`src/rtl/noc_chan_pkg.sv`:
```
// rtl/noc_chan_pkg.sv - shared constants, flit type and width helper for the credit channel FIFO
//
// Contents:
//   FLIT_WIDTH_DEF  default flit width in bits
//   CREDIT_W_DEF    default downstream credit counter width
//   flit_t          flit of the default width
//   clog2_safe()    ceil(log2(n)) clamped to at least 1, for pointer/occupancy widths
package noc_chan_pkg;

  localparam int FLIT_WIDTH_DEF = 64;
  localparam int CREDIT_W_DEF   = 4;

  typedef logic [FLIT_WIDTH_DEF-1:0] flit_t;

  // Never returns 0 so that a 1-entry range still gets a legal 1-bit vector.
  function automatic int clog2_safe(input int n);
    int w;
    w = 1;
    while ((1 << w) < n) begin
      w = w + 1;
    end
    return w;
  endfunction

endpackage

```
`src/rtl/noc_credit_counter.sv`:
```
// rtl/noc_credit_counter.sv - saturating downstream credit counter with overflow flag and stall qualification
//
// Ports:
//   clk             in   system clock
//   reset           in   synchronous active-high reset
//   pop             in   a flit leaves the FIFO this cycle (consumes one credit)
//   credit_in       in   one-cycle credit return from downstream
//   fifo_nonempty   in   FIFO holds at least one flit
//   fwd_ok          out  head flit may be offered downstream (non-empty and credit held)
//   stall_credit    out  FIFO has data but no credit is held
//   credit_level    out  current credit count
//   credit_overflow out  sticky: a credit arrived while the counter was saturated
module noc_credit_counter
  import noc_chan_pkg::*;
#(
  parameter int CREDIT_INIT = 2,
  parameter int CREDIT_W    = CREDIT_W_DEF
) (
  input  logic                clk,
  input  logic                reset,
  input  logic                pop,
  input  logic                credit_in,
  input  logic                fifo_nonempty,
  output logic                fwd_ok,
  output logic                stall_credit,
  output logic [CREDIT_W-1:0] credit_level,
  output logic                credit_overflow
);

  localparam logic [CREDIT_W-1:0] CNT_MAX  = '1;
  localparam logic [CREDIT_W-1:0] CNT_INIT = CREDIT_W'(CREDIT_INIT);
  localparam logic [CREDIT_W-1:0] CNT_ONE  = CREDIT_W'(1);

  logic [CREDIT_W-1:0] cnt;
  logic                has_credit;

  assign has_credit = (cnt != '0);

  always_ff @(posedge clk) begin
    if (reset) begin
      cnt             <= CNT_INIT;
      credit_overflow <= 1'b0;
    end else begin
      // pop and credit_in together cancel; otherwise step by one.
      unique case ({pop, credit_in})
        2'b10: begin
          if (has_credit) begin
            cnt <= cnt - CNT_ONE;
          end
        end
        2'b01: begin
          if (cnt == CNT_MAX) begin
            credit_overflow <= 1'b1;
          end else begin
            cnt <= cnt + CNT_ONE;
          end
        end
        default: begin
        end
      endcase
    end
  end

  assign credit_level = cnt;
  assign fwd_ok       = fifo_nonempty && has_credit;
  assign stall_credit = fifo_nonempty && !has_credit;

endmodule

```
`src/rtl/noc_credit_channel_fifo.sv`:
```
// rtl/noc_credit_channel_fifo.sv - credit-gated FIFO channel between a router egress and the next router ingress
//
// Optional build macro: NOC_CHAN_STATS_EN adds stall/forward statistics counters.
//
// Ports:
//   clk                 in   system clock
//   reset               in   synchronous active-high reset
//   flit_in             in   upstream flit
//   valid_in            in   upstream flit valid
//   ready_out           out  FIFO can accept a flit (not full)
//   credit_out          out  one-cycle credit pulse upstream, one per released flit
//   flit_out            out  head-of-FIFO flit (first-word fall-through)
//   valid_out           out  FIFO non-empty and a downstream credit is held
//   ready_in            in   downstream ingress ready
//   credit_in           in   one-cycle credit return from downstream
//   occupancy           out  current entry count
//   credit_level        out  current downstream credit count
//   credit_overflow     out  sticky credit-counter overflow flag
//   stall_full_count    out  (NOC_CHAN_STATS_EN) cycles with valid_in while full
//   stall_credit_count  out  (NOC_CHAN_STATS_EN) cycles with data but no credit
//   flits_fwd_count     out  (NOC_CHAN_STATS_EN) flits forwarded downstream
module noc_credit_channel_fifo
  import noc_chan_pkg::*;
#(
  parameter int FLIT_WIDTH  = FLIT_WIDTH_DEF,
  parameter int DEPTH       = 4,
  parameter int CREDIT_INIT = 2,
  parameter int CREDIT_W    = CREDIT_W_DEF
) (
  input  logic                             clk,
  input  logic                             reset,
  input  logic [FLIT_WIDTH-1:0]            flit_in,
  input  logic                             valid_in,
  output logic                             ready_out,
  output logic                             credit_out,
  output logic [FLIT_WIDTH-1:0]            flit_out,
  output logic                             valid_out,
  input  logic                             ready_in,
  input  logic                             credit_in,
  output logic [clog2_safe(DEPTH+1)-1:0]   occupancy,
  output logic [CREDIT_W-1:0]              credit_level,
  output logic                             credit_overflow
`ifdef NOC_CHAN_STATS_EN
  ,
  output logic [31:0]                      stall_full_count,
  output logic [31:0]                      stall_credit_count,
  output logic [31:0]                      flits_fwd_count
`endif
);

  localparam int PTR_W = clog2_safe(DEPTH);
  localparam int OCC_W = clog2_safe(DEPTH + 1);

  localparam logic [PTR_W-1:0] PTR_ONE = PTR_W'(1);
  localparam logic [OCC_W-1:0] OCC_ONE = OCC_W'(1);
  localparam logic [OCC_W-1:0] OCC_FULL = OCC_W'(DEPTH);

  logic [FLIT_WIDTH-1:0] mem [DEPTH];
  logic [PTR_W-1:0]      wr_ptr;
  logic [PTR_W-1:0]      rd_ptr;
  logic [OCC_W-1:0]      occ;
  logic                  full;
  logic                  empty;
  logic                  push;
  logic                  pop;
  logic                  fwd_ok;
  logic                  stall_credit;

  // Full/empty come from registered occupancy, so a flit written this cycle
  // cannot appear on valid_out until the next cycle (no bypass path).
  assign full      = (occ == OCC_FULL);
  assign empty     = (occ == '0);
  assign ready_out = !full;
  assign valid_out = fwd_ok;
  assign push      = valid_in && ready_out;
  assign pop       = valid_out && ready_in;
  assign flit_out  = mem[rd_ptr];
  assign occupancy = occ;

  noc_credit_counter #(
    .CREDIT_INIT (CREDIT_INIT),
    .CREDIT_W    (CREDIT_W)
  ) u_credit (
    .clk             (clk),
    .reset           (reset),
    .pop             (pop),
    .credit_in       (credit_in),
    .fifo_nonempty   (!empty),
    .fwd_ok          (fwd_ok),
    .stall_credit    (stall_credit),
    .credit_level    (credit_level),
    .credit_overflow (credit_overflow)
  );

  // Storage is cleared on reset so flit_out is a known value while empty.
  always_ff @(posedge clk) begin
    if (reset) begin
      for (int i = 0; i < DEPTH; i++) begin
        mem[i] <= '0;
      end
      wr_ptr <= '0;
    end else if (push) begin
      mem[wr_ptr] <= flit_in;
      wr_ptr      <= wr_ptr + PTR_ONE;
    end
  end

  always_ff @(posedge clk) begin
    if (reset) begin
      rd_ptr <= '0;
    end else if (pop) begin
      rd_ptr <= rd_ptr + PTR_ONE;
    end
  end

  always_ff @(posedge clk) begin
    if (reset) begin
      occ <= '0;
    end else begin
      unique case ({push, pop})
        2'b10:   occ <= occ + OCC_ONE;
        2'b01:   occ <= occ - OCC_ONE;
        default: occ <= occ;
      endcase
    end
  end

  // One upstream credit per released flit, one cycle after the pop.
  always_ff @(posedge clk) begin
    if (reset) begin
      credit_out <= 1'b0;
    end else begin
      credit_out <= pop;
    end
  end

`ifdef NOC_CHAN_STATS_EN
  localparam logic [31:0] STAT_MAX = '1;

  always_ff @(posedge clk) begin
    if (reset) begin
      stall_full_count   <= '0;
      stall_credit_count <= '0;
      flits_fwd_count    <= '0;
    end else begin
      if (valid_in && !ready_out && (stall_full_count != STAT_MAX)) begin
        stall_full_count <= stall_full_count + 32'd1;
      end
      if (stall_credit && (stall_credit_count != STAT_MAX)) begin
        stall_credit_count <= stall_credit_count + 32'd1;
      end
      if (pop && (flits_fwd_count != STAT_MAX)) begin
        flits_fwd_count <= flits_fwd_count + 32'd1;
      end
    end
  end
`else
  logic unused_stall_credit;
  assign unused_stall_credit = stall_credit;
`endif

endmodule

```
`config.mk`:
```
export PLATFORM = sky130hd
export DESIGN_NAME = noc_credit_channel_fifo
export DESIGN_NICKNAME = d
export VERILOG_FILES = /design/src/rtl/noc_chan_pkg.sv /design/src/rtl/noc_credit_counter.sv /design/src/rtl/noc_credit_channel_fifo.sv
export SDC_FILE = /design/constraint.sdc
export NUM_CORES = 1
export LEC_CHECK = 0
export CORE_MARGIN = 2
export CORE_UTILIZATION = 46
export DETAILED_ROUTE_END_ITERATION = 12
export PLACE_DENSITY_LB_ADDON = 0.15
export SYNTH_ARGS = -nofsm -noshare
export SYNTH_HDL_FRONTEND = slang
export SYNTH_HIERARCHICAL = 1
export SYNTH_SLANG_ARGS = --single-unit
export TNS_END_PERCENT = 100
```
`constraint.sdc`:
```
create_clock -name clk -period 6.7 [get_ports clk]
set_input_delay 2.01 -clock clk [delete_from_list [all_inputs] [get_ports clk]]
set_output_delay 2.01 -clock clk [all_outputs]
set_load 0.01 [all_outputs]
```
==> results of run 1 <==
==> worst reg2reg max path, stage by stage, from the launching register on <==
cell	delay, ps
dfxtp_1	400
nor4_4	360
and2b_1	240
nand2_1	110
inv_1	100
nand2b_1	250
ha_1	360
a21oi_1	240
a211oi_1	110
a31oi_1	190
mux2_1	330
==> metrics by stage <==
step / utilization [%] / area, um^2 / setup slack [ps] / hold slack [ps]
after CTS: 57.4 / 14400 / 1550 / 482
after global routing: 57.4 / 14400 / 1420 / 509
after global placement: 54.0 / 13600 / 1710 / 467
final: 57.4 / 14400 / 1660 / 485
after detailed placement: 54.0 / 13600 / 1700 / 459
after floorplan: - / 11800 / 1110 / 485
==> final timing paths <==
check | cells past startpoint | end | slack (ps)
worst min register to register | 2 | u_credit/credit_overflow$_SDFFE_PP0P_ | 490
worst min-delay path | 2 | u_credit/credit_overflow$_SDFFE_PP0P_ | 490
worst max register to register | 10 | u_credit/credit_level[3]$_SDFFE_PP0P_ | 3890
worst max-delay path | 3 | flit_out[12] | 1660
==> layout make-up <==
type	count	area, um^2	share of cell area (%)
inverter	5	18.8	0.130
sequential	271	8000	55.3
clock buffer	40	767	5.31
clock inverter	12	80.1	0.554
antenna	1	2.50	0.0173
multi-input combinational	384	3670	25.4
tap	330	413	2.86
timing repair buffer	152	1500	10.4
==> state kept, by name (all words and copies together) (netlist names), named ones only <==
| register | cells |
|---|---|
| rd_ptr | 2 |
| credit_out | 1 |
| u_credit/credit_level | 4 |
| occupancy | 3 |
| wr_ptr | 2 |
| u_credit/credit_overflow | 1 |
| mem | 256 |
==> placed cells by master, fill, tap and decap left out, types with 2 or more instances in the layout <==
cell	n
and2_2	54
nand2_1	3
nand2b_1	2
a211oi_1	2
clkbuf_16	29
fa_1	2
and2_1	202
nor2_1	12
inv_1	5
clkbuf_1	11
xnor2_1	3
nand3_1	3
clkinv_1	7
clkinv_2	3
a21oi_1	3
buf_4	9
o21ai_0	2
nor4_4	3
ha_1	3
or3_1	3
dfxtp_1	13
mux4_2	64
nor2b_1	2
nor3_4	2
xor2_1	3
a31oi_1	2
edfxtp_1	256
dfxtp_4	2
clkdlybuf4s50_1	143
o21bai_4	2
==> routing by layer <==
metal / track usage, % / vias up / part of all wire (%)
met4: 4.98 / 2 / 1.5
met5: 0 / - / 0.048
met2: 33.2 / 176 / 51
met1: 24.9 / 3285 / 41
met3: 3.81 / 27 / 6.1
li1: - / 2881 / -
==> power by group through the flow <==
stage | clock network [mW] | registers (mW) | logic [mW]
floorplan | 0 | 2.16 | 0.733
global placement | 0 | 2.25 | 1.21
detailed placement | 0 | 2.26 | 1.22
CTS | 1.46 | 2.23 | 1.23
global route | 1.53 | 2.25 | 1.30
finish | 1.44 | 2.22 | 1.21
==> impl_metrics.csv, run 1 <==
group,metric,value,unit
run_status,outcome,"finished, final reports clean",
clock_network,cts_sinks,271,
clock_network,postCtsHoldBufs,0,
clock_network,clkTransAtPathRegs,60,ps
clock_network,numCtsBuffers,28,
finish,synthToLayoutAreaGrowth,22.2,%
timing,tightestPinTransition,1100,ps
drt,first_pass_iters,5,
yosys,synth_nets,776,
clock_network,htree_levels,1,
floorplanning,dieArea,27000,um^2
floorplanning,coreArea,25200,um^2
hold_path,hp-class,"flop to flop",
setup_path,critical_path.cell_chain,"buf_4 -> mux4_2 -> clkdlybuf4s50_1",
setup_path,cp-start-kind,"flop",
timing,final_max_slew_viol_count,0,
grt,grt_max_degree,65,
power,seqPwrFrac,45.6,%
drt,post_drt_wl_per_cell,21.1,um
timing,finalHoldViolations,0,
timing,fmax,198,MHz
finish,layout-drive-gt1-share,20.3,%
power,peakVddDrop,0.222,mV
grt,grt_pass1_vias,6953,
place,dp_hpwl,13.8,mm
power,p_leak,5.16,nW
power,p_int,3.58,mW
drt,ant_nets,0,
finish,n_fill_cell,1969,
drt,via_count,6371,
yosys,netlist_area,11800,um^2
power,netSwitchingFraction,26.3,%
floorplanning,start_util,47.0,%
power,p_per_area,336,nW/um^2
place,gp_congestion,0.738,
place,dp_cells,1142,
setup_path,path_delay_family,"buffers and inverters",
grt,grt_antenna_before_repair,2,
job,drv_cap,0,
timing,fin_tns_setup,0,ps
power,combPwrFrac,24.8,%
timing,rsz0062_at_grt,"no",
drt,routed_wl,25.2,mm
grt,groute.usage.overall,19.2,%
floorplanning,die_h,164,um
place,numPortBuffers,143,
clock_network,post_cts_buffers,0,
finish,finalNonFillerCells,1195,
setup_path,cp_num_buf_inv,2,
setup_path,critPathSlowestCell,"dfxtp_4",
yosys,yosys_warnings,6,
drt,drc,0,
power,total_power,4.86,mW
floorplanning,ios,144,
timing,slew_headroom,26.8,%
setup_path,worstReg2RegStart,"u_credit/credit_level[0]$_SDFFE_PP0P_",
clock_network,cts_tree,"done",
hold_path,min_from,"u_credit/credit_overflow$_SDFFE_PP0P_",
power,clkPwrFrac,29.5,%
grt,grt.overflow.total,0,
timing,clock_skew,13.1,ps
timing,setup_viol,0,
clock_network,clk_latency,530,ps
setup_path,max_stage_delay,850,ps
timing,period_minus_slack,5040,ps
setup_path,critical_path_class,"flop to output port",
clock_network,cts_root_buf,"clkbuf_16",
setup_path,crit_path_end_kind,"output port",
floorplanning,die-width,164,um
power,p_sw,1.28,mW
setup_path,cp.arrival,3030,ps
clock_network,clock_path_buffers,3,
floorplanning,row_count,58,
drt,viasPerCell,5.33,
grt,grt_pass1_wl,38.6,mm
timing,min_period_over_period,75.2,%
setup_path,worstPathMaxFanout,36,
yosys,netlist_instances,702,
clock_network,post_cts_resized,0,
setup_path,required,4690,ps
finish,nets,916,
drt,drt_iter0_markers,423,
yosys,syn_area_per_cell,16.8,um^2
(Power assumes the default switching activity.)
==> run 2: changes to the inputs <==
==> constraint.sdc (replaced) <==
create_clock -name clk -period 4.5 [get_ports clk]
set_input_delay 1.35 -clock clk [delete_from_list [all_inputs] [get_ports clk]]
set_output_delay 1.35 -clock clk [all_outputs]
set_load 0.01 [all_outputs]
==> impl_metrics.csv, run 2 (synthesized netlist as in run 1, its figures left out) <==
group,metric,value,unit
drt,post_drt_wl_per_cell,21.1,um
timing,rsz0062_at_grt,"no",
hold_path,hold_depth,2,
grt,grt_antenna_before_repair,1,
setup_path,crit_path_end_kind,"output port",
setup_path,cp.arrival,2470,ps
finish,layout-drive-gt1-share,21.5,%
finish,synthToLayoutAreaGrowth,23.7,%
grt,grt_max_degree,65,
power,peakVddDrop,0.364,mV
setup_path,cp_num_buf_inv,2,
place,dp_hpwl,14.3,mm
power,total_power,7.38,mW
drt,via_count,6362,
drt,routed_wl,25.3,mm
timing,setup_ws,675,ps
floorplanning,die_h,164,um
drt,viasPerCell,5.30,
place,gp_congestion,0.789,
power,p_per_area,505,nW/um^2
setup_path,critical_path.cell_chain,"buf_4 -> mux4_2 -> clkdlybuf4s50_1",
clock_network,cts_root_buf,"clkbuf_16",
clock_network,post_cts_buffers,0,
setup_path,critPathSlowestCell,"mux4_2",
timing,min_period_over_period,85.0,%
hold_path,hp-class,"flop to flop",
grt,grt_pass1_vias,7059,
setup_path,max_stage_delay,630,ps
place,dpl-instance-area,13700,um^2
clock_network,cts_tree,"done",
setup_path,reg2regPathDepth,10,
run_status,outcome,"finished, final reports clean",
finish,final_area,14600,um^2
finish,largest_reg_flops,256,
clock_network,clk_latency,530,ps
floorplanning,start_util,47.0,%
floorplanning,row_count,58,
drt,drt_iter0_markers,334,
timing,clock_skew,7.74,ps
finish,final_common_cell,"edfxtp_1",
timing,final_max_slew_viol_count,0,
timing,period_minus_slack,3820,ps
clock_network,cts_sinks,271,
clock_network,post_cts_resized,0,
clock_network,clock_path_buffers,3,
timing,finalHoldViolations,0,
finish,layout_common_cells,"256 x edfxtp_1, 202 x and2_1, 143 x clkdlybuf4s50_1, 64 x mux4_2, 54 x and2_2",
place,numPortBuffers,143,
timing,tightestPinTransition,726,ps
floorplanning,coreArea,25200,um^2
drt,ant_nets,0,
floorplanning,die-width,164,um
floorplanning,ios,144,
clock_network,htree_levels,1,
finish,final_core_util,58.1,%
clock_network,numCtsBuffers,28,
clock_network,clkTransAtPathRegs,60,ps
timing,slew_headroom,51.6,%
finish,max_flop_register,"mem",
setup_path,path_delay_family,"buffers and inverters",
power,p_leak,5.25,nW
setup_path,cp-start-kind,"flop",
timing,fin_tns_setup,0,ps
setup_path,required,3150,ps
timing,fmax,261,MHz
grt,groute.usage.overall,19.3,%
setup_path,cp_num_cells,3,
drt,first_pass_iters,4,
job,drv_cap,0,
place,dp_slack,944,ps
clock_network,postCtsHoldBufs,0,
drt,drc,0,
floorplanning,dieArea,27000,um^2
setup_path,critical_path_class,"flop to output port",
finish,nets,923,
grt,grt.overflow.total,0,
setup_path,worstPathMaxFanout,24,
finish,n_fill_cell,1960,
grt,grt_pass1_wl,39.2,mm
timing,setup_viol,0,
run 2: changes by cell type in the layout (fill, tap and decap cells not counted):
cell        change
clkinvlp_4      +2
clkbuf_1        -6
bufinv_16       +2
buf_12          +6
buf_4           +1
clkinv_2        +2
clkinv_1        -1
clkinv_4        -1
run 2: final timing paths:
path	slack, ps	endpoint	start
hold reg to reg	510	u_credit/credit_overflow$_SDFFE_PP0P_	u_credit/credit_overflow$_SDFFE_PP0P_
setup reg to reg	1710	u_credit/credit_level[3]$_SDFFE_PP0P_	u_credit/credit_level[0]$_SDFFE_PP0P_
hold / removal	510	u_credit/credit_overflow$_SDFFE_PP0P_	u_credit/credit_overflow$_SDFFE_PP0P_
setup / recovery	680	flit_out[62]	flop
run 2: power breakdown:
group | switching [mW] | internal [mW]
Clock | 0.924 | 1.34
Sequential | 0.139 | 3.05
Combinational | 0.863 | 1.07
Total | 1.93 | 5.46
run 2: tightest hold or removal path: stages, from the launching register on:
cell and delay [ps]:
dfxtp_1 330, a31oi_1 40, nor2_1 90
run 2: layout make-up:
| class | instances | area (um^2) | share of cell area, % |
|---|---|---|---|
| Clock inverter | 16 | 153 | 1.04 |
| Multi-Input combinational cell | 384 | 3670 | 25.1 |
| Sequential cell | 271 | 8000 | 54.7 |
| Timing Repair Buffer | 159 | 1630 | 11.1 |
| Tap cell | 330 | 413 | 2.82 |
| Inverter | 5 | 18.8 | 0.128 |
| Clock buffer | 34 | 744 | 5.09 |
| Antenna cell | 1 | 2.50 | 0.0171 |
run 2: stage by stage:
stage                     hold slack, ps  std cells
after detailed placement             511       1149
after global placement               463       1149
after floorplan                      485        702
after global routing                 546       1199
final                                512       1200
after CTS                            526       1199
run 2: per-layer routing:
metal,wire length (um),track usage [%],vias to the layer above
li1,-,-,2895
met1,10800,25.9,3279
met2,12700,33.5,166
met3,1610,3.41,22
met4,260,3.71,0
met5,0,0,-
==> run 3: changes to the inputs <==
==> constraint.sdc (replaced) <==
create_clock -name clk -period 3.6 [get_ports clk]
set_input_delay 1.08 -clock clk [delete_from_list [all_inputs] [get_ports clk]]
set_output_delay 1.08 -clock clk [all_outputs]
set_load 0.01 [all_outputs]
==> impl_metrics.csv, run 3 (synthesized netlist as in run 1, its figures left out) <==
group,metric,value,unit
place,numPortBuffers,143,
timing,min_period_over_period,94.9,%
setup_path,required,2520,ps
timing,final_max_slew_viol_count,0,
clock_network,clkTransAtPathRegs,60,ps
drt,first_pass_iters,5,
timing,tightestPinTransition,758,ps
timing,slew_headroom,49.5,%
drt,post_drt_wl_per_cell,20.9,um
finish,layout-drive-gt1-share,21.9,%
power,p_per_area,633,nW/um^2
setup_path,max_stage_delay,610,ps
drt,ant_nets,0,
setup_path,reg2regPathDepth,10,
run_status,outcome,"finished, final reports clean",
setup_path,critical_path_class,"flop to output port",
timing,rsz0062_at_grt,"no",
hold_path,hold_depth,2,
finish,final_area,14700,um^2
setup_path,worstPathMaxFanout,32,
setup_path,path_delay_family,"buffers and inverters",
setup_path,cp.arrival,2340,ps
grt,grt_pass1_vias,7043,
timing,whs,494,ps
finish,final_common_cell,"edfxtp_1",
drt,routed_wl,25.2,mm
job,drv_cap,0,
timing,finalHoldViolations,0,
floorplanning,die_h,164,um
floorplanning,start_util,47.0,%
drt,viasPerCell,5.30,
drt,drc,0,
finish,largest_reg_flops,256,
setup_path,cp-start-kind,"flop",
floorplanning,die-width,164,um
finish,nets,928,
clock_network,cts_root_buf,"clkbuf_16",
power,peakVddDrop,0.473,mV
setup_path,cp_num_cells,3,
clock_network,cts_tree,"done",
floorplanning,ios,144,
finish,n_fill_cell,1951,
place,dp_hpwl,14.2,mm
floorplanning,row_count,58,
timing,setup_ws,183,ps
setup_path,critical_path.cell_chain,"buf_12 -> mux4_2 -> clkdlybuf4s50_1",
timing,fmax,293,MHz
clock_network,clock_path_buffers,3,
floorplanning,coreArea,25200,um^2
setup_path,cp_num_buf_inv,2,
grt,grt_antenna_before_repair,1,
place,gp_congestion,0.794,
timing,clock_skew,10.9,ps
clock_network,htree_levels,1,
power,p_leak,5.27,nW
finish,synthToLayoutAreaGrowth,23.9,%
place,dp_slack,286,ps
place,dpl-instance-area,13700,um^2
timing,fin_tns_setup,0,ps
finish,max_flop_register,"mem",
timing,setup_viol,0,
drt,drt_iter0_markers,359,
grt,grt_max_degree,65,
grt,groute.usage.overall,19.3,%
floorplanning,dieArea,27000,um^2
setup_path,crit_path_end_kind,"output port",
clock_network,numCtsBuffers,29,
hold_path,hp-class,"flop to flop",
drt,via_count,6386,
grt,grt_pass1_wl,39.1,mm
timing,period_minus_slack,3420,ps
setup_path,critPathSlowestCell,"dfxtp_4",
finish,layout_common_cells,"256 x edfxtp_1, 202 x and2_1, 143 x clkdlybuf4s50_1, 64 x mux4_2, 54 x and2_2",
clock_network,clk_latency,530,ps
clock_network,cts_sinks,271,
grt,grt.overflow.total,0,
==> run 3: cell types whose count changed in the layout (fill, tap and decap cells not counted), sizes merged <==
cell,before,now
buf,16,20
clkbuf,34,36
clkinv,11,10
clkinvlp,2,0
inv,5,6
==> run 3: cell type report <==
type	count	area (um^2)	area share [%]
flip-flops and latches	271	8000	54.5
multi-input cells	384	3670	25.1
repair buffers	163	1660	11.3
clock buffers	36	752	5.13
well taps	330	413	2.82
clock inverters	14	146	0.999
inverters	5	18.8	0.128
diodes	1	2.50	0.0171
==> run 3: metrics by stage <==
stage / std cells / total power, mW / util (%)
6_report: 1204 / 9.27 / 58.2
5_1_grt: 1203 / 9.69 / 58.2
4_1_cts: 1203 / 9.39 / 58.2
3_5_place_dp: 1151 / 6.53 / 54.6
3_3_place_gp: 1151 / 6.47 / 54.6
2_1_floorplan: 702 / 5.37 / -
==> run 3: metal layers <==
layer	share of wire (%)	track usage (%)
met4	1.8	4.55
met3	6.2	3.76
met2	50	32.5
met1	42	26.0
met5	0	0
==> run 3: timing repair <==
action | CTS | global route
hold buffers | 0 | 0
setup endpoints to repair | 20 | 0
gates resized for setup | 0 | 0
buffers inserted | 2 | 0
==> run 3: tightest hold or removal path, stage by stage (launching register included) <==
cell     delay [ps]
dfxtp_1         330
a31oi_1          40
nor2_1           80
==> run 3: worst paths after layout <==
| path | slack, ps | end | from |
|---|---|---|---|
| setup / recovery | 180 | flit_out[1] | flop |
| hold / removal | 490 | u_credit/credit_overflow$_SDFFE_PP0P_ | u_credit/credit_overflow$_SDFFE_PP0P_ |
| setup reg to reg | 780 | u_credit/credit_level[3]$_SDFFE_PP0P_ | u_credit/credit_level[0]$_SDFFE_PP0P_ |
| hold reg to reg | 490 | u_credit/credit_overflow$_SDFFE_PP0P_ | u_credit/credit_overflow$_SDFFE_PP0P_ |
==> run 3: where the power goes <==
part	total (mW)	switching (mW)	internal, mW
logic	2.44	1.08	1.36
clock network	2.83	1.15	1.68
registers	4.00	0.180	3.82
total	9.27	2.41	6.86
